==> src/rtl/tissue_loader_pkg.sv <==
// Shared types and constants for the tissue initialisation loader.
// Used by tissue_loader (top) and lfsr_galois (sub-module).
package tissue_pkg;

    // Loader control states.
    typedef enum logic [1:0] {
        ST_IDLE   = 2'd0,
        ST_LOAD   = 2'd1,
        ST_RUN    = 2'd2,
        ST_FINISH = 2'd3
    } loader_state_e;

    // Occupancy LFSR: 16-bit Galois, right-shifting, taps 16,14,13,11.
    localparam logic [15:0] STATUS_LFSR_MASK         = 16'hB400;
    // A zero pattern seed would lock the LFSR, so it is replaced by this.
    localparam logic [15:0] STATUS_LFSR_DEFAULT_SEED = 16'hACE1;

    // Width of a counter able to hold 0..num_cells inclusive.
    function automatic int ones_count_width(input int num_cells);
        return (num_cells < 1) ? 1 : $clog2(num_cells + 1);
    endfunction

    // Galois tap masks for the optional per-cell seed LFSR, by field width.
    // Listed widths are maximal-length; other widths fall back to the top
    // bit only (a plain rotate), which still never reaches zero.
    function automatic logic [63:0] seed_lfsr_mask(input int width);
        case (width)
            8:       return 64'h0000_0000_0000_00B8;
            16:      return 64'h0000_0000_0000_B400;
            24:      return 64'h0000_0000_00E1_0000;
            32:      return 64'h0000_0000_8020_0003;
            default: return 64'd1 << (width - 1);
        endcase
    endfunction

endpackage

==> src/rtl/tissue_loader_lfsr.sv <==
// Parameterised right-shifting Galois LFSR.
// A load consumes the seed as the value already presented downstream, so the
// register always holds the next value to be emitted.
module lfsr_galois #(
    parameter int               WIDTH = 16,
    parameter logic [WIDTH-1:0] MASK  = '0
) (
    input  logic             clk,
    input  logic             rst,
    input  logic             load,
    input  logic             enable,
    input  logic [WIDTH-1:0] seed,
    output logic [WIDTH-1:0] state
);

    logic [WIDTH-1:0] state_q;
    logic [WIDTH-1:0] state_d;

    function automatic logic [WIDTH-1:0] galois_step(input logic [WIDTH-1:0] v);
        return v[0] ? ((v >> 1) ^ MASK) : (v >> 1);
    endfunction

    // Next value: load takes priority over a plain step.
    always_comb begin
        state_d = state_q;
        if (load) begin
            state_d = galois_step(seed);
        end else if (enable) begin
            state_d = galois_step(state_q);
        end
    end

    // State register.
    always_ff @(posedge clk) begin
        if (rst) begin
            state_q <= '0;
        end else begin
            state_q <= state_d;
        end
    end

    assign state = state_q;

endmodule

==> src/rtl/tissue_loader.sv <==
// Tissue loader: streams per-cell init data into the tissue chain, then
// releases the tissue to run and reports completion.
// Optional build macro LOADER_SEED_HASH_EN: per-cell seed from a second
// Galois LFSR instead of base_seed + index.
module tissue_loader
    import tissue_pkg::*;
#(
    parameter int TISSUE_WIDTH   = 90,
    parameter int TISSUE_HEIGHT  = 3,
    parameter int NUM_STATUS     = 8,
    parameter int RANDOMIZED_LEN = 2
) (
    input  logic                                   clk,
    input  logic                                   rst,
    input  logic                                   start,
    input  logic                                   abort,
    input  logic [15:0]                            density,
    input  logic [15:0]                            pattern_seed,
    input  logic [RANDOMIZED_LEN*8-1:0]            chance_cfg,
    input  logic [2**(NUM_STATUS+1)-1:0]           rule_cfg,
    input  logic [RANDOMIZED_LEN*8-1:0]            base_seed,
    input  logic [32:0]                            steps_cfg,
    input  logic                                   tissue_done,
    output logic                                   tissue_init,
    output logic                                   cell_init_status_out,
    output logic [RANDOMIZED_LEN*8-1:0]            flip_chance_out,
    output logic [2**(NUM_STATUS+1)-1:0]           cell_logic_inputs_out,
    output logic [RANDOMIZED_LEN*8-1:0]            cell_lfsr_seed_out,
    output logic [32:0]                            number_of_steps_out,
    output logic                                   busy,
    output logic                                   run_done,
    output logic [ones_count_width(TISSUE_WIDTH*TISSUE_HEIGHT)-1:0] ones_count
);

    localparam int NUM_CELLS = TISSUE_WIDTH * TISSUE_HEIGHT;
    localparam int SEED_W    = RANDOMIZED_LEN * 8;
    localparam int RULE_W    = 2**(NUM_STATUS + 1);
    localparam int CNT_W     = ones_count_width(NUM_CELLS);
    localparam int IDX_W     = (NUM_CELLS > 1) ? $clog2(NUM_CELLS) : 1;
    localparam logic [IDX_W-1:0] LAST_IDX = IDX_W'(NUM_CELLS - 1);

    loader_state_e      state_q, state_d;
    logic [IDX_W-1:0]   idx_q, idx_d;          // emission currently presented
    logic [15:0]        density_q, density_d;
    logic               tissue_init_q, tissue_init_d;
    logic               status_q, status_d;
    logic [SEED_W-1:0]  chance_q, chance_d;
    logic [RULE_W-1:0]  rule_q, rule_d;
    logic [SEED_W-1:0]  seed_q, seed_d;
    logic [32:0]        steps_q, steps_d;
    logic               busy_q, busy_d;
    logic               run_done_q, run_done_d;
    logic [CNT_W-1:0]   ones_q, ones_d;

    logic               in_idle;
    logic               do_start;
    logic               do_advance;
    logic [15:0]        eff_pattern_seed;
    logic [15:0]        status_lfsr;
    logic [15:0]        emit_lfsr;
    logic               emit_status;
    logic [SEED_W-1:0]  emit_seed;

    assign in_idle          = (state_q == ST_IDLE);
    assign do_start         = in_idle && start && !abort;
    assign do_advance       = (state_q == ST_LOAD) && !abort && (idx_q != LAST_IDX);
    assign eff_pattern_seed = (pattern_seed == 16'd0) ? STATUS_LFSR_DEFAULT_SEED : pattern_seed;

    lfsr_galois #(
        .WIDTH (16),
        .MASK  (STATUS_LFSR_MASK)
    ) u_status_lfsr (
        .clk    (clk),
        .rst    (rst),
        .load   (do_start),
        .enable (do_advance),
        .seed   (eff_pattern_seed),
        .state  (status_lfsr)
    );

`ifdef LOADER_SEED_HASH_EN
    logic [SEED_W-1:0] eff_base_seed;
    logic [SEED_W-1:0] seed_lfsr;

    assign eff_base_seed = (base_seed == '0) ? SEED_W'(1) : base_seed;

    lfsr_galois #(
        .WIDTH (SEED_W),
        .MASK  (SEED_W'(seed_lfsr_mask(SEED_W)))
    ) u_seed_lfsr (
        .clk    (clk),
        .rst    (rst),
        .load   (do_start),
        .enable (do_advance),
        .seed   (eff_base_seed),
        .state  (seed_lfsr)
    );

    // Per-cell seed: hashed sequence starting at the (non-zero) base seed.
    always_comb begin
        emit_seed = in_idle ? eff_base_seed : seed_lfsr;
    end
`else
    logic [SEED_W-1:0] base_q, base_d;
    logic [IDX_W-1:0]  emit_idx;
    logic [SEED_W-1:0] seed_sum;

    // Per-cell seed: base + index, with zero replaced by 1.
    always_comb begin
        emit_idx  = in_idle ? '0 : idx_q + IDX_W'(1);
        seed_sum  = (in_idle ? base_seed : base_q) + SEED_W'(emit_idx);
        emit_seed = (seed_sum == '0) ? SEED_W'(1) : seed_sum;
    end
`endif

    // Occupancy of the emission about to be registered. At the start edge
    // the config inputs are used directly since nothing is latched yet.
    always_comb begin
        emit_lfsr   = in_idle ? eff_pattern_seed : status_lfsr;
        emit_status = (emit_lfsr <= (in_idle ? density : density_q));
    end

    // Control FSM next state and registered-output values.
    always_comb begin
        state_d       = state_q;
        idx_d         = idx_q;
        density_d     = density_q;
        tissue_init_d = tissue_init_q;
        status_d      = status_q;
        chance_d      = chance_q;
        rule_d        = rule_q;
        seed_d        = seed_q;
        steps_d       = steps_q;
        ones_d        = ones_q;
        run_done_d    = 1'b0;
`ifndef LOADER_SEED_HASH_EN
        base_d        = base_q;
`endif
        case (state_q)
            ST_IDLE: begin
                if (start) begin
                    state_d       = ST_LOAD;
                    idx_d         = '0;
                    density_d     = density;
`ifndef LOADER_SEED_HASH_EN
                    base_d        = base_seed;
`endif
                    tissue_init_d = 1'b1;
                    status_d      = emit_status;
                    chance_d      = chance_cfg;
                    rule_d        = rule_cfg;
                    seed_d        = emit_seed;
                    steps_d       = steps_cfg;
                    ones_d        = CNT_W'(emit_status);
                end
            end
            ST_LOAD: begin
                if (idx_q == LAST_IDX) begin
                    state_d       = ST_RUN;
                    tissue_init_d = 1'b0;
                    status_d      = 1'b0;
                    chance_d      = '0;
                    rule_d        = '0;
                    seed_d        = '0;
                end else begin
                    idx_d    = idx_q + IDX_W'(1);
                    status_d = emit_status;
                    seed_d   = emit_seed;
                    ones_d   = ones_q + CNT_W'(emit_status);
                end
            end
            ST_RUN: begin
                if (tissue_done) begin
                    state_d    = ST_FINISH;
                    run_done_d = 1'b1;
                end
            end
            ST_FINISH: begin
                state_d = ST_IDLE;
            end
            default: begin
                state_d = ST_IDLE;
            end
        endcase

        // Abort drops everything back to idle; the chain may be half loaded.
        if (abort) begin
            state_d       = ST_IDLE;
            tissue_init_d = 1'b0;
            run_done_d    = 1'b0;
            status_d      = 1'b0;
            chance_d      = '0;
            rule_d        = '0;
            seed_d        = '0;
        end

        busy_d = (state_d != ST_IDLE);
    end

    // State and output registers.
    always_ff @(posedge clk) begin
        if (rst) begin
            state_q       <= ST_IDLE;
            idx_q         <= '0;
            density_q     <= '0;
            tissue_init_q <= 1'b0;
            status_q      <= 1'b0;
            chance_q      <= '0;
            rule_q        <= '0;
            seed_q        <= '0;
            steps_q       <= '0;
            busy_q        <= 1'b0;
            run_done_q    <= 1'b0;
            ones_q        <= '0;
`ifndef LOADER_SEED_HASH_EN
            base_q        <= '0;
`endif
        end else begin
            state_q       <= state_d;
            idx_q         <= idx_d;
            density_q     <= density_d;
            tissue_init_q <= tissue_init_d;
            status_q      <= status_d;
            chance_q      <= chance_d;
            rule_q        <= rule_d;
            seed_q        <= seed_d;
            steps_q       <= steps_d;
            busy_q        <= busy_d;
            run_done_q    <= run_done_d;
            ones_q        <= ones_d;
`ifndef LOADER_SEED_HASH_EN
            base_q        <= base_d;
`endif
        end
    end

    assign tissue_init           = tissue_init_q;
    assign cell_init_status_out  = status_q;
    assign flip_chance_out       = chance_q;
    assign cell_logic_inputs_out = rule_q;
    assign cell_lfsr_seed_out    = seed_q;
    assign number_of_steps_out   = steps_q;
    assign busy                  = busy_q;
    assign run_done              = run_done_q;
    assign ones_count            = ones_q;

endmodule

==> config.mk <==
export PLATFORM = sky130hd
export DESIGN_NAME = tissue_loader
export DESIGN_NICKNAME = d
export VERILOG_FILES = /design/src/rtl/tissue_loader_pkg.sv /design/src/rtl/tissue_loader_lfsr.sv /design/src/rtl/tissue_loader.sv
export SDC_FILE = /design/constraint.sdc
export NUM_CORES = 1
export LEC_CHECK = 0
export ABC_AREA = 1
export ABC_CLOCK_PERIOD_IN_PS = 4400
export BUFFER_PORTS_ARGS = -buffer_cell sky130_fd_sc_hd__buf_2
export CELL_PAD_IN_SITES_DETAIL_PLACEMENT = 1
export CELL_PAD_IN_SITES_GLOBAL_PLACEMENT = 1
export CORE_AREA = 2 2 475 477
export CTS_BUF_LIST = sky130_fd_sc_hd__clkbuf_4 sky130_fd_sc_hd__clkbuf_8
export CTS_CLUSTER_DIAMETER = 40
export DETAILED_ROUTE_END_ITERATION = 7
export DIE_AREA = 0 0 477 479
export GPL_ROUTABILITY_DRIVEN = 0
export GPL_TIMING_DRIVEN = 1
export PLACE_DENSITY_LB_ADDON = 0.25
export REMOVE_ABC_BUFFERS = 1
export SLEW_MARGIN = 20
export SYNTH_ARGS = -nofsm -noshare
export SYNTH_HDL_FRONTEND = slang
export SYNTH_SLANG_ARGS = --single-unit
==> constraint.sdc <==
create_clock -name clk -period 4.4 [get_ports clk]
set_clock_uncertainty 0.2 [all_clocks]
set_input_delay 0.88 -clock clk [delete_from_list [all_inputs] [get_ports clk]]
set_output_delay 0.88 -clock clk [all_outputs]
set_load 0.02 [all_outputs]
After elaboration in Yosys (flattened, before gate mapping)
Cells that the tools add are included.
{"block": "word_totals", "reg_bits": 649, "latch_bits": 0, "ram_bits": 0, "romBits": 0, "inputBits": 614, "output_inout_bits": 590, "wordCells": 83, "memories": 0}
{"block": "classes", "n_addsub": 3, "multipliers": 0, "n_div": 0, "order_cmp": 1, "eq_ne": 8, "shift": 0, "mux": 37, "bitwise": 3, "reduce_logical": 17}
{"operator": "2-to-1 mux 512 bit", "count": 2}
{"operator": "case mux 512 bit (2 select lines)", "count": 1}
{"operator": "2-to-1 mux 16 bit", "count": 13}
{"operator": "case mux 16 bit (2 select lines)", "count": 2}
{"operator": "2-to-1 mux 9 bit", "count": 5}
{"operator": "case mux 9 bit (2 select lines)", "count": 2}
{"operator": "zero test 16 bit", "count": 2}
{"operator": "adder 16 x 9 -> 16 bit", "count": 1}
{"operator": "<= comparator 16 bit", "count": 1}
{"operator": "adder 9 x 1 -> 9 bit", "count": 1}
{"operator": "adder 9 x 1 -> 9 bit (second input constant)", "count": 1}
{"operator": "equality test 9 bit (second input constant)", "count": 1}
{"operator": "inequality test 9 bit (second input constant)", "count": 1}
{"operator": "2-to-1 mux 2 bit", "count": 4}
{"operator": "NOT 3 -> 4 bit", "count": 2}
{"operator": "case mux 2 bit (4 select lines)", "count": 1}
{"operator": "AND reduction 3 bit", "count": 2}
{"operator": "nonzero test 2 bit", "count": 3}
{"operator": "2-to-1 mux 1 bit", "count": 5}
{"operator": "equality test 2 bit (second input constant)", "count": 2}
{"operator": "logical AND 1 bit", "count": 4}
{"operator": "inequality test 2 bit (second input constant)", "count": 2}
{"operator": "case mux 1 bit (2 select lines)", "count": 2}
{"operator": "AND reduction 2 bit", "count": 2}
{"operator": "7 further kinds", "count": 7}

Logic depth before layout (Yosys ltp)
Gate-level depths: netlist (run 1).
{"block": "depth", "word_depth": 7, "depth_mapped": 25, "ltp_nobuf": 24}

Hierarchy
Synthesis (run 1) repeated with hierarchy kept, for this count alone.
{"block": "unflattened", "hier_cells": 3358, "hier_area_um2": 25547.0}
{"module": "tissue_loader", "instances": 1, "cells_per_inst": 3231, "area_per_inst_um2": 24723.7, "seq_area_each_um2": 12672.2}
{"module": "lfsr_galois", "instances": 1, "cells_per_inst": 127, "area_per_inst_um2": 823.3, "seq_area_each_um2": 320.3}

Worst setup path after synthesis (run 1)
OpenSTA, ideal clock, no wires.
{"block": "synth_path", "kind": "input to register", "start": "input port pattern_seed[6]", "end": "register ones_q[6], in the netlist ones_count[6]", "setup_time_ns": 0.080, "t_arrival_ns": 3.451, "t_required_ns": 4.120, "path_slack_ns": 0.669, "stages": 23, "path_buffers": 0, "path_cell_list": "inv_1 -> nand4_1 -> nor2_1 -> nand2_1 -> inv_1 -> or2_2 -> nand2_1 -> nand2_1 -> ha_1 -> nand2_1 -> inv_1 -> nand3_1 -> a31oi_1 -> nor3_1 -> nand3_1 -> nand2_1 -> ha_1 -> ha_1 -> inv_1 -> nor3_1 -> nand3_1 -> o21ai_1 -> nor3b_1"}
{"block": "synth_via", "elab_chain_len": 7}
{"item": "from (decl)", "line_no": "tissue_loader.sv:18", "rtl": "input logic [15:0] pattern_seed,"}
{"item": "zero test 16 bit", "line_no": "tissue_loader.sv:67", "rtl": "assign eff_pattern_seed = (pattern_seed == 16'd0) ? STATUS_LFSR_DEFAULT_SEED : pattern_seed;"}
{"item": "2-to-1 mux 16 bit (*)", "line_no": "tissue_loader.sv:67"}
{"item": "2-to-1 mux 16 bit (*)", "line_no": "tissue_loader.sv:119", "rtl": "emit_lfsr = in_idle ? eff_pattern_seed : status_lfsr;"}
{"item": "<= comparator 16 bit (*)", "line_no": "tissue_loader.sv:120", "rtl": "emit_status = (emit_lfsr <= (in_idle ? density : density_q));"}
{"item": "adder 9 x 1 -> 9 bit (*)", "line_no": "tissue_loader.sv:169", "rtl": "ones_d = ones_q + CNT_W'(emit_status);"}
{"item": "2-to-1 mux 9 bit (*)", "line_no": "tissue_loader.sv:158", "rtl": "if (idx_q == LAST_IDX) begin"}
{"item": "case mux 9 bit (2 select lines) (*)", "line_no": "tissue_loader.sv:139", "rtl": "case (state_q)"}
{"item": "to (signal assigned)", "line_no": "tissue_loader.sv:230", "rtl": "ones_q <= ones_d;"}
{"item": "to (decl)", "line_no": "tissue_loader.sv:53", "rtl": "logic [CNT_W-1:0] ones_q, ones_d;"}
Every way passes the cells marked *; elsewhere a longest branch is shown, timed or not. The select of a mux whose other input is x is not followed.
A chain may end at the register's enable or synchronous reset.

Worst setup path in the final report (run 1)
{"block": "layout_path", "start": "input port pattern_seed[2]", "end": "register ones_q[6], in the netlist ones_count[6]"}
The elaborated chain is that of the path after synthesis.

==> impl_summary.log, run 1 <==
[metrics] run status: finished clean
[metrics] most common cell in the netlist: sky130_fd_sc_hd__nand2_1
[metrics] via density per instance: 3.78
[metrics] count of maximum capacitance violations: 0
[metrics] sort of element at the end of the critical path: flop
[metrics] Worst Hold Path Cells: 3
[metrics] setup repair after global routing missed its margin: no
[metrics] leakage: 19.2 nW
[metrics] HP Start: rule_cfg[296]
[metrics] number of warnings printed during yosys synthesis: 0
[metrics] Post-Route WL: 170000 µm
[metrics] Crit path arrival time: 4530 ps
[metrics] synth cell count leaders: sky130_fd_sc_hd__nand2_1 (717), sky130_fd_sc_hd__dfxtp_1 (649), sky130_fd_sc_hd__nand3_1 (583)
[metrics] total global routing track utilization: 14.2%
[metrics] Final Critical Period: 3920 ps
[metrics] slew at the pin with the worst max-slew slack: 1150 ps
[metrics] tightest slew margin relative to the limit: 23.4%
[metrics] post-synthesis average cell area: 7.71 µm²
[metrics] vias in the first global route: 32900
[metrics] setup repair bufs after CTS: 0
[metrics] Hold WC Path Type: in -> reg
[metrics] WS Path Type: in -> reg
[metrics] largest incremental delay on the critical path: 570 ps
[metrics] worst reg2reg endpoint: cell_lfsr_seed_out[0]
[metrics] buffer depth of the longest clock path: 3
[metrics] worst reg-to-reg setup slack: 630 ps
[metrics] maximum level of the CTS H-tree: 4
[metrics] count of final hold-check violations: 0
[metrics] clock tree from TritonCTS: yes
[metrics] Fmax: 0.255 GHz
[metrics] CP Buf/Inv Count: 6
[metrics] post-route core utilization: 19.7%
[metrics] Setup Viol. Count Final: 0
[metrics] DIE HEIGHT: 479 µm
[metrics] buffer type at the clock tree root: sky130_fd_sc_hd__clkbuf_8
[metrics] worst slack after detailed placement: -109 ps
[metrics] launch point of the worst path: pattern_seed[2]
[metrics] violation count after the first detailed-routing iteration: 1004
[metrics] post-cts gate resize count: 0
[metrics] fraction of final layout cells with drive strength greater than 1: 31.5%
[metrics] cells on worst reg2reg path: 22
[metrics] Non-Filler Cell Area, Final: 44000 µm²
[metrics] count of flip-flops with a built-in enable after synthesis: 0
[metrics] maximum fanout along the worst path: 7
[metrics] clock sink count: 649
[metrics] power per cell area: 405 nW/µm²
[metrics] CP top delay family: buffers and inverters
[metrics] later-pin clock latency in the skew report: 910 ps
[metrics] critical path's slowest cell: sky130_fd_sc_hd__dlygate4sd3_1
[metrics] number of buffers added by the clock tree synthesis step: 172
[metrics] beginning of the worst register-to-register path: state_q[1]
[metrics] Antenna Nets Post-Route: 0
[metrics] clock transition at the register clock pins on the worst setup and hold paths after CTS: 60 ps
[metrics] count of input and output buffers: 1203
[metrics] worst hold endpoint: cell_logic_inputs_out[296]
[metrics] worst slack on hold paths: 131 ps
[metrics] layout net count: 5624
[metrics] pin count of the biggest net entering global routing: 163
[metrics] peak ir drop on the vdd network: 0.262 mV
[metrics] die span in x: 477 µm
[metrics] initial core utilization: 11.3%
[metrics] netlist area before placement: 25300 µm²
[metrics] core region area: 224000 µm²
[metrics] die footprint: 228000 µm²
[metrics] # IOs: 1204
[metrics] Yosys cell types: 42
[metrics] Crit path required time: 5000 ps
[metrics] number of design rule violations left after detail routing: 0
[metrics] Cells after Synth: 3282
[metrics] dominant cells by area after synthesis: sky130_fd_sc_hd__dfxtp_1 (51%), sky130_fd_sc_hd__nand3_1 (12%), sky130_fd_sc_hd__a21oi_1 (11%), sky130_fd_sc_hd__nand2_1 (11%), sky130_fd_sc_hd__clkbuf_1 (2.2%)
[metrics] half-perimeter wire length of the detailed placement result: 127000 µm
[metrics] number of iterations in the first detailed-routing pass: 5
[metrics] relative area change from synthesis to final layout: 74.1%
[metrics] row cnt: 174
[metrics] FF+latch count, synth: 649
[metrics] share of Yosys cell area claimed by the top area cell type: 51.4%
[metrics] final worst path period share: 89.2%
[metrics] startpoint kind of the worst setup timing path: primary input
[metrics] biggest area consumer among synthesized cells: sky130_fd_sc_hd__dfxtp_1
[metrics] cell chain of the critical path: dlygate4sd3_1 > buf_2 > inv_1 > nand4_1 > nor2_1 > nand2_1 > inv_1 > nor2_1 > o21ai_0 > ha_1 > a21oi_1 > a31oi_1 > nor3_1 > nand3_1 > nand2_1 > ha_1 > ha_1 > inv_1 > nor3_1 > buf_4 > nand3_1 > o21ai_1 > nor3b_1
[metrics] Final Worst Setup Slack: 476 ps
[metrics] antenna violations before repair: 71
[metrics] Wirelength per Cell: 20.8 µm
[metrics] first-pass GRT wire length: 240000 µm
[metrics] vias: 30700
[metrics] Most used DFF post-synth: sky130_fd_sc_hd__dfxtp_1
[metrics] cell area after placement: 34600 µm²
[metrics] sequential share of the synthesized area: 51.4%
[metrics] overflow left after global routing: 0
[metrics] number of pins with negative max-slew slack in the final report: 0
[metrics] async set-reset flop share out of synthesis: 0%
-- registers in the layout, summed over array words and instances, names as in the netlist --
register / flops
cell_logic_inputs_out: 512
density_q: 16
idx_q: 9
base_q: 16
run_done: 1
busy: 1
cell_init_status_out: 1
number_of_steps_out: 33
u_status_lfsr.state: 16
flip_chance_out: 16
ones_count: 9
cell_lfsr_seed_out: 16
tissue_init: 1
state_q: 2
-- per-layer routing --
metal / part of all wire [%] / vias up / wire [µm] / track usage [%]
met5: 0.097 / - / 165 / 0
met1: 39 / 14800 / 66900 / 15.8
met3: 7.8 / 307 / 13200 / 5.24
met4: 2.7 / 26 / 4650 / 4.08
li1: - / 14500 / - / -
met2: 50 / 1042 / 84600 / 25.3
-- per-stage QoR --
stage,setup TNS (ps),cells,power (mW)
floorplan,-5410700,3005,7.33
global route,0,8128,18.8
finish,0,8132,17.9
detailed placement,-156,7264,8.33
CTS,0,8111,18.3
global placement,-34.3,7264,8.32
-- worst max-delay path by stage --
| stage | end | slack, ps | depth (start not counted) |
|---|---|---|---|
| 4_1_cts | ones_count[6] | 530 | 23 |
| 3_3_place_gp | ones_count[6] | -30 | 23 |
| 5_1_grt | ones_count[6] | 120 | 23 |
| 2_1_floorplan | busy | -9930 | 9 |
| 6_report | ones_count[6] | 480 | 23 |
| 3_5_place_dp | ones_count[6] | -110 | 23 |
-- where the power goes --
part / internal [mW] / switching, mW / leakage, nW
sequential: 6.11 / 0.121 / 5.29
combinational: 0.935 / 1.43 / 11.8
clock: 5.74 / 3.52 / 2.13
total: 12.8 / 5.07 / 19.2
-- worst register-to-register path, cell delays in order (launching register included) --
cell,delay (ps)
sky130_fd_sc_hd__dfxtp_1,380
sky130_fd_sc_hd__nor2_4,430
sky130_fd_sc_hd__buf_4,360
sky130_fd_sc_hd__nand2_1,80
sky130_fd_sc_hd__o21ai_0,100
sky130_fd_sc_hd__ha_1,290
sky130_fd_sc_hd__inv_1,100
sky130_fd_sc_hd__fa_1,470
sky130_fd_sc_hd__inv_1,70
sky130_fd_sc_hd__nand2_1,40
sky130_fd_sc_hd__nand2_1,150
sky130_fd_sc_hd__nand2_1,100
sky130_fd_sc_hd__nor2_1,170
sky130_fd_sc_hd__o21ai_0,130
sky130_fd_sc_hd__nand2_1,80
sky130_fd_sc_hd__nand2_1,60
sky130_fd_sc_hd__nor2_1,130
sky130_fd_sc_hd__nand2_1,90
sky130_fd_sc_hd__nor2_1,90
sky130_fd_sc_hd__nand2_1,60
sky130_fd_sc_hd__nand2_1,60
sky130_fd_sc_hd__nand2_1,50
sky130_fd_sc_hd__nand2_1,40
-- what timing repair did --
item	CTS	global route
setup endpoints to repair	0	0
endpoints found under the hold margin	535	0
hold buffers	534	0
-- layout by cell type, fill, tap and decap left out, types with 85 or more instances in the layout --
| master | n |
|---|---|
| sky130_fd_sc_hd__a21oi_1 | 572 |
| sky130_fd_sc_hd__buf_2 | 1203 |
| sky130_fd_sc_hd__clkbuf_8 | 205 |
| sky130_fd_sc_hd__dfxtp_1 | 649 |
| sky130_fd_sc_hd__dlygate4sd3_1 | 534 |
| sky130_fd_sc_hd__inv_1 | 98 |
| sky130_fd_sc_hd__nand2_1 | 716 |
| sky130_fd_sc_hd__nand3_1 | 583 |
| sky130_fd_sc_hd__nor2_1 | 123 |
| sky130_fd_sc_hd__o21ai_0 | 85 |
-- area by class of cell --
cell class | instances | area (µm²)
fillers | 26900 | 180000
flip-flops and latches | 649 | 13000
repair buffers | 1801 | 12000
multi-input cells | 2251 | 10700
well taps | 2992 | 3740
clock buffers | 246 | 3130
clock inverters | 67 | 942
inverters | 105 | 418
diodes | 21 | 52.6
-- cells by family after synthesis --
kind of cell	Yosys count	share of synthesized area (%)
flops	649	51.4
buf+inv	382	6.28
simple gates	1475	25.4
compound gates	735	15.1
fa+ha+maj	30	1.51
xor+xnor	11	0.381
Note: power is estimated with default switching activity, not from simulation.
==> run 2: changes to the inputs <==
--- a/config.mk
+++ b/config.mk
@@ -10,11 +10,10 @@
 export BUFFER_PORTS_ARGS = -buffer_cell sky130_fd_sc_hd__buf_2
 export CELL_PAD_IN_SITES_DETAIL_PLACEMENT = 1
 export CELL_PAD_IN_SITES_GLOBAL_PLACEMENT = 1
-export CORE_AREA = 2 2 475 477
-export CTS_BUF_LIST = sky130_fd_sc_hd__clkbuf_4 sky130_fd_sc_hd__clkbuf_8
+export CORE_AREA = 2 2 468 470
 export CTS_CLUSTER_DIAMETER = 40
 export DETAILED_ROUTE_END_ITERATION = 7
-export DIE_AREA = 0 0 477 479
+export DIE_AREA = 0 0 470 472
 export GPL_ROUTABILITY_DRIVEN = 0
 export GPL_TIMING_DRIVEN = 1
 export PLACE_DENSITY_LB_ADDON = 0.25
==> run 2 against run 1 <==
Combinational power shrank 19%. Final cell count shrank 8.3%. Clock power grew 52%. Largest power group unchanged. Setup slack lost 2.7 ps.
==> impl_summary.log, run 2 (same netlist as run 1, synthesis figures left out) <==
[metrics] Setup Viol. Count Final: 0
[metrics] HP Start: rule_cfg[137]
[metrics] final worst path period share: 89.2%
[metrics] overflow left after global routing: 0
[metrics] Placed Cells incl. Taps: 7118
[metrics] number of design rule violations left after detail routing: 0
[metrics] pin count of the biggest net entering global routing: 160
[metrics] via density per instance: 3.84
[metrics] antenna violations before repair: 89
[metrics] # IOs: 1204
[metrics] power per cell area: 544 nW/µm²
[metrics] peak ir drop on the vdd network: 0.354 mV
[metrics] clock tree from TritonCTS: yes
[metrics] startpoint kind of the worst setup timing path: flop
[metrics] core region area: 217000 µm²
[metrics] sum of negative setup slack: 0 ps
[metrics] number of buffers added by the clock tree synthesis step: 174
[metrics] number of pins with negative max-slew slack in the final report: 0
[metrics] slew at the pin with the worst max-slew slack: 1150 ps
[metrics] post-cts gate resize count: 0
[metrics] first-pass GRT wire length: 233000 µm
[metrics] leakage: 17.9 nW
[metrics] number of iterations in the first detailed-routing pass: 5
[metrics] half-perimeter wire length of the detailed placement result: 128000 µm
[metrics] non-filler instance count after layout: 7454
[metrics] tightest slew margin relative to the limit: 23.2%
[metrics] worst reg-to-reg setup slack: 470 ps
[metrics] worst hold endpoint: cell_logic_inputs_out[137]
[metrics] Final Critical Period: 3930 ps
[metrics] die span in x: 470 µm
[metrics] die footprint: 222000 µm²
[metrics] worst slack on hold paths: 122 ps
[metrics] count of final hold-check violations: 0
[metrics] fraction of final layout cells with drive strength greater than 1: 34.7%
[metrics] Worst Hold Path Cells: 3
[metrics] violation count after the first detailed-routing iteration: 1234
[metrics] Fmax: 0.255 GHz
[metrics] number of inserted filler cells in the final layout: 26000
[metrics] post-route core utilization: 18.9%
[metrics] count of input and output buffers: 1203
[metrics] setup repair after global routing missed its margin: no
[metrics] cells on worst reg2reg path: 22
[metrics] clock sink count: 649
[metrics] later-pin clock latency in the skew report: 790 ps
[metrics] Non-Filler Cell Area, Final: 40900 µm²
[metrics] cell area after placement: 34300 µm²
[metrics] max FFs per register: 512
[metrics] most common cell after layout, fill and taps aside: sky130_fd_sc_hd__buf_2
[metrics] setup repair bufs after CTS: 0
[metrics] layout net count: 5084
[metrics] leading cell types in the layout, fill and taps excluded: sky130_fd_sc_hd__buf_2 (1203), sky130_fd_sc_hd__nand2_1 (716), sky130_fd_sc_hd__dfxtp_1 (649)
[metrics] row cnt: 171
[metrics] number of buffers added to fix hold violations after cts: 0
[metrics] maximum fanout along the worst path: 40
[metrics] Wirelength per Cell: 22.6 µm
[metrics] WS Path Type: reg -> reg
[metrics] Crit path required time: 4930 ps
[metrics] sort of element at the end of the critical path: flop
[metrics] vias in the first global route: 29500
[metrics] relative area change from synthesis to final layout: 61.6%
[metrics] worst reg2reg endpoint: cell_lfsr_seed_out[0]
[metrics] total global routing track utilization: 14.6%
[metrics] run status: finished clean
[metrics] DIE HEIGHT: 472 µm
[metrics] Antenna Nets Post-Route: 0
[metrics] count of maximum capacitance violations: 0
[metrics] Crit path arrival time: 4460 ps
[metrics] Hold WC Path Type: in -> reg
[metrics] initial core utilization: 11.7%
[metrics] maximum level of the CTS H-tree: 4
[metrics] Post-Route WL: 168000 µm
[metrics] buffer depth of the longest clock path: 3
[metrics] vias: 28600
[metrics] buffer type at the clock tree root: sky130_fd_sc_hd__clkbuf_16
[metrics] clock transition at the register clock pins on the worst setup and hold paths after CTS: 50 ps
[metrics] beginning of the worst register-to-register path: state_q[1]
## run 2: changes by cell type in the layout (fill, tap and decap cells not counted), sizes merged
cell,change
clkinvlp,+9
inv,-8
dlygate4sd3,-534
clkbuf,-25
clkinv,+19
diode,-8
bufinv,+15
buf,-8
## run 2: cell type report
| cell class | instances | area, µm² | share of cell area [%] |
|---|---|---|---|
| Antenna cell | 13 | 32.5 | 0.0796 |
| Timing Repair Buffer | 1259 | 6600 | 16.2 |
| Clock inverter | 102 | 1760 | 4.32 |
| Inverter | 105 | 418 | 1.02 |
| Multi-Input combinational cell | 2251 | 10700 | 26.3 |
| Sequential cell | 649 | 13000 | 31.8 |
| Clock buffer | 221 | 4760 | 11.6 |
| Tap cell | 2854 | 3570 | 8.74 |
## run 2: worst max-delay path, stage by stage (launching register included)
cell                      delay, ps
sky130_fd_sc_hd__dfxtp_1        370
sky130_fd_sc_hd__nor2_4         480
sky130_fd_sc_hd__buf_4          490
sky130_fd_sc_hd__nand2_1         80
sky130_fd_sc_hd__o21ai_0        100
sky130_fd_sc_hd__ha_1           260
sky130_fd_sc_hd__inv_1           80
sky130_fd_sc_hd__fa_1           460
sky130_fd_sc_hd__inv_1           70
sky130_fd_sc_hd__nand2_1         50
sky130_fd_sc_hd__nand2_1        130
sky130_fd_sc_hd__nand2_1         90
sky130_fd_sc_hd__nor2_1         170
sky130_fd_sc_hd__o21ai_0        140
sky130_fd_sc_hd__nand2_1         90
sky130_fd_sc_hd__nand2_1         50
sky130_fd_sc_hd__nor2_1         110
sky130_fd_sc_hd__nand2_1         90
sky130_fd_sc_hd__nor2_1         130
sky130_fd_sc_hd__nand2_1         70
sky130_fd_sc_hd__nand2_1         60
sky130_fd_sc_hd__nand2_1         40
sky130_fd_sc_hd__nand2_1         40
## run 2: layer usage
layer | track usage, % | wire length, µm
met1 | 16.0 | 65100
met2 | 25.4 | 82600
met3 | 6.32 | 15300
met4 | 4.06 | 5010
met5 | 0 | 210
## run 2: through the flow
| step | power, mW | setup slack, ps |
|---|---|---|
| 2_1_floorplan | 7.33 | -9930 |
| 3_3_place_gp | 8.32 | -37.2 |
| 3_5_place_dp | 8.34 | 14.4 |
| 4_1_cts | 22.7 | 423 |
| 5_1_grt | 23.2 | 13.4 |
| 6_report | 22.2 | 473 |
## run 2: worst max-delay path by stage
stage | from | to | slack [ps] | cells past startpoint
after floorplan | start | busy | -9930 | 9
after global placement | pattern_seed[8] | ones_count[6] | -40 | 22
after detailed placement | pattern_seed[8] | ones_count[6] | 10 | 22
after CTS | state_q[1] | cell_lfsr_seed_out[0] | 420 | 22
after global routing | state_q[0] | cell_lfsr_seed_out[0] | 10 | 22
final | state_q[1] | cell_lfsr_seed_out[0] | 470 | 22
## run 2: where the power goes
group | internal, mW | leakage [nW] | switching (mW)
Combinational | 0.613 | 9.53 | 1.31
Clock | 9.68 | 3.13 | 4.39
Sequential | 6.12 | 5.29 | 0.121
==> run 3: changes to the inputs <==
--- a/config.mk
+++ b/config.mk
@@ -16,6 +16,7 @@
 export DIE_AREA = 0 0 470 472
 export GPL_ROUTABILITY_DRIVEN = 0
 export GPL_TIMING_DRIVEN = 1
+export HOLD_SLACK_MARGIN = 0.15
 export PLACE_DENSITY_LB_ADDON = 0.25
 export REMOVE_ABC_BUFFERS = 1
 export SLEW_MARGIN = 20
==> run 3 against run 2 <==
First-iteration DRC count is 6.4% higher. Cell area increased by 13%. Highest routed layer unchanged. Flip-flop and latch count stayed put. Largest power group unchanged. Sequential share of layout area is 3.8 points lower.
==> impl_summary.log, run 3 (same netlist as run 1, synthesis figures left out) <==
[metrics] run status: finished clean
[metrics] Wirelength per Cell: 21.4 µm
[metrics] worst slack on hold paths: 211 ps
[metrics] buffer type at the clock tree root: sky130_fd_sc_hd__clkbuf_16
[metrics] routing usage on met3: 6.48%
[metrics] WS Path Type: in -> reg
[metrics] number of design rule violations left after detail routing: 0
[metrics] die footprint: 222000 µm²
[metrics] vias in the first global route: 32300
[metrics] die span in x: 470 µm
[metrics] maximum fanout along the worst path: 5
[metrics] number of iterations in the first detailed-routing pass: 5
[metrics] sort of element at the end of the critical path: flop
[metrics] cell area after placement: 34300 µm²
[metrics] power per cell area: 489 nW/µm²
[metrics] Antenna Nets Post-Route: 0
[metrics] half-perimeter wire length of the detailed placement result: 128000 µm
[metrics] relative area change from synthesis to final layout: 83.4%
[metrics] Setup Viol. Count Final: 0
[metrics] final worst path period share: 93.4%
[metrics] # IOs: 1204
[metrics] setup repair after global routing missed its margin: no
[metrics] layout net count: 5631
[metrics] pin count of the biggest net entering global routing: 160
[metrics] DIE HEIGHT: 472 µm
[metrics] count of input and output buffers: 1203
[metrics] peak ir drop on the vdd network: 0.361 mV
[metrics] number of buffers added by the clock tree synthesis step: 174
[metrics] Crit path required time: 4910 ps
[metrics] slew at the pin with the worst max-slew slack: 1190 ps
[metrics] antenna violations before repair: 56
[metrics] clock tree from TritonCTS: yes
[metrics] most common cell after layout, fill and taps aside: sky130_fd_sc_hd__buf_2
[metrics] leading cell types in the layout, fill and taps excluded: sky130_fd_sc_hd__buf_2 (1203), sky130_fd_sc_hd__nand2_1 (716), sky130_fd_sc_hd__dfxtp_1 (649)
[metrics] count of final hold-check violations: 0
[metrics] maximum level of the CTS H-tree: 4
[metrics] initial core utilization: 11.7%
[metrics] Crit path arrival time: 4620 ps
[metrics] violation count after the first detailed-routing iteration: 1313
[metrics] post-cts gate resize count: 0
[metrics] first-pass GRT wire length: 240000 µm
[metrics] via density per instance: 3.81
[metrics] met1 GRT Util: 16.1%
[metrics] Final Worst Setup Slack: 289 ps
[metrics] sum of negative setup slack: 0 ps
[metrics] worst slack after detailed placement: 14.4 ps
[metrics] total global routing track utilization: 14.9%
[metrics] startpoint kind of the worst setup timing path: primary input
[metrics] number of pins with negative max-slew slack in the final report: 0
[metrics] Final Critical Period: 4110 ps
[metrics] most used routing layer in global routing: met2
[metrics] largest incremental delay on the critical path: 580 ps
[metrics] Fmax: 0.243 GHz
[metrics] leakage: 20.2 nW
[metrics] vias: 30600
[metrics] overflow left after global routing: 0
[metrics] Hold WC Path Type: in -> reg
[metrics] clock transition at the register clock pins on the worst setup and hold paths after CTS: 40 ps
[metrics] cell chain of the critical path: dlygate4sd3_1 > buf_2 > inv_1 > nand4_1 > nor2_1 > nand2_1 > inv_1 > nor2_1 > o21ai_0 > ha_1 > a21oi_1 > nor2_1 > nor3_1 > nand3_1 > nand2_1 > ha_1 > ha_1 > inv_1 > nor3_1 > buf_4 > nand3_1 > o21ai_1 > nor3b_1
[metrics] Post-Route WL: 172000 µm
[metrics] buffer depth of the longest clock path: 3
[metrics] Global Route met2 Usage: 24.7%
[metrics] Non-Filler Cell Area, Final: 46400 µm²
[metrics] row cnt: 171
[metrics] max FFs per register: 512
[metrics] Final Power: 22.7 mW
[metrics] core region area: 217000 µm²
[metrics] fraction of final layout cells with drive strength greater than 1: 31.0%
[metrics] critical path's slowest cell: sky130_fd_sc_hd__dlygate4sd3_1
[metrics] clock sink count: 649
[metrics] tightest slew margin relative to the limit: 20.5%
[metrics] later-pin clock latency in the skew report: 800 ps
[metrics] count of maximum capacitance violations: 0
==> run 3: worst paths after layout <==
path / from / slack (ps) / endpoint / depth (start not counted)
worst max-delay path: pattern_seed[2] / 290 / ones_count[6] / 23
worst min-delay path: steps_cfg[7] / 210 / number_of_steps_out[7] / 3
worst max register to register: state_q[1] / 470 / cell_lfsr_seed_out[0] / 22
worst min register to register: base_q[15] / 270 / base_q[15] / 2
==> run 3: metal layers <==
layer  routed length [µm]  vias up
li1                     -    14600
met1                65600    14700
met2                81700     1020
met3                15700      291
met4                 8350       28
met5                  184        -
==> run 3: critical path, delay by kind of cell <==
family / cells / cell delay [ps]
buffers and inverters: 6 / 1140
AO/OA/AOI/OAI: 3 / 520
adder cells (fa/ha/maj): 3 / 690
AND/OR/NAND/NOR: 11 / 1380
==> run 3: cell type report <==
cell class	instances	area, µm²
fillers	25900	170000
diodes	27	67.6
flip-flops and latches	649	13000
clock inverters	102	1760
inverters	105	418
well taps	2854	3570
multi-input cells	2251	10700
clock buffers	221	4760
repair buffers	1806	12100
==> run 3: what timing repair did <==
item	CTS	global route
hold endpoints to repair	548	0
setup buffers	0	0
hold buffers	547	0
==> run 3: per-stage QoR <==
step / std cells / utilization [%]
floorplan: 3005 / -
CTS: 7988 / 21.4
global placement: 7118 / 15.8
global route: 8008 / 21.4
detailed placement: 7118 / 15.8
finish: 8015 / 21.4
==> run 3: report_power, final <==
group	total (mW)	internal (mW)	switching [mW]
Combinational	2.37	0.933	1.43
Sequential	6.25	6.12	0.122
Clock	14.1	9.68	4.41
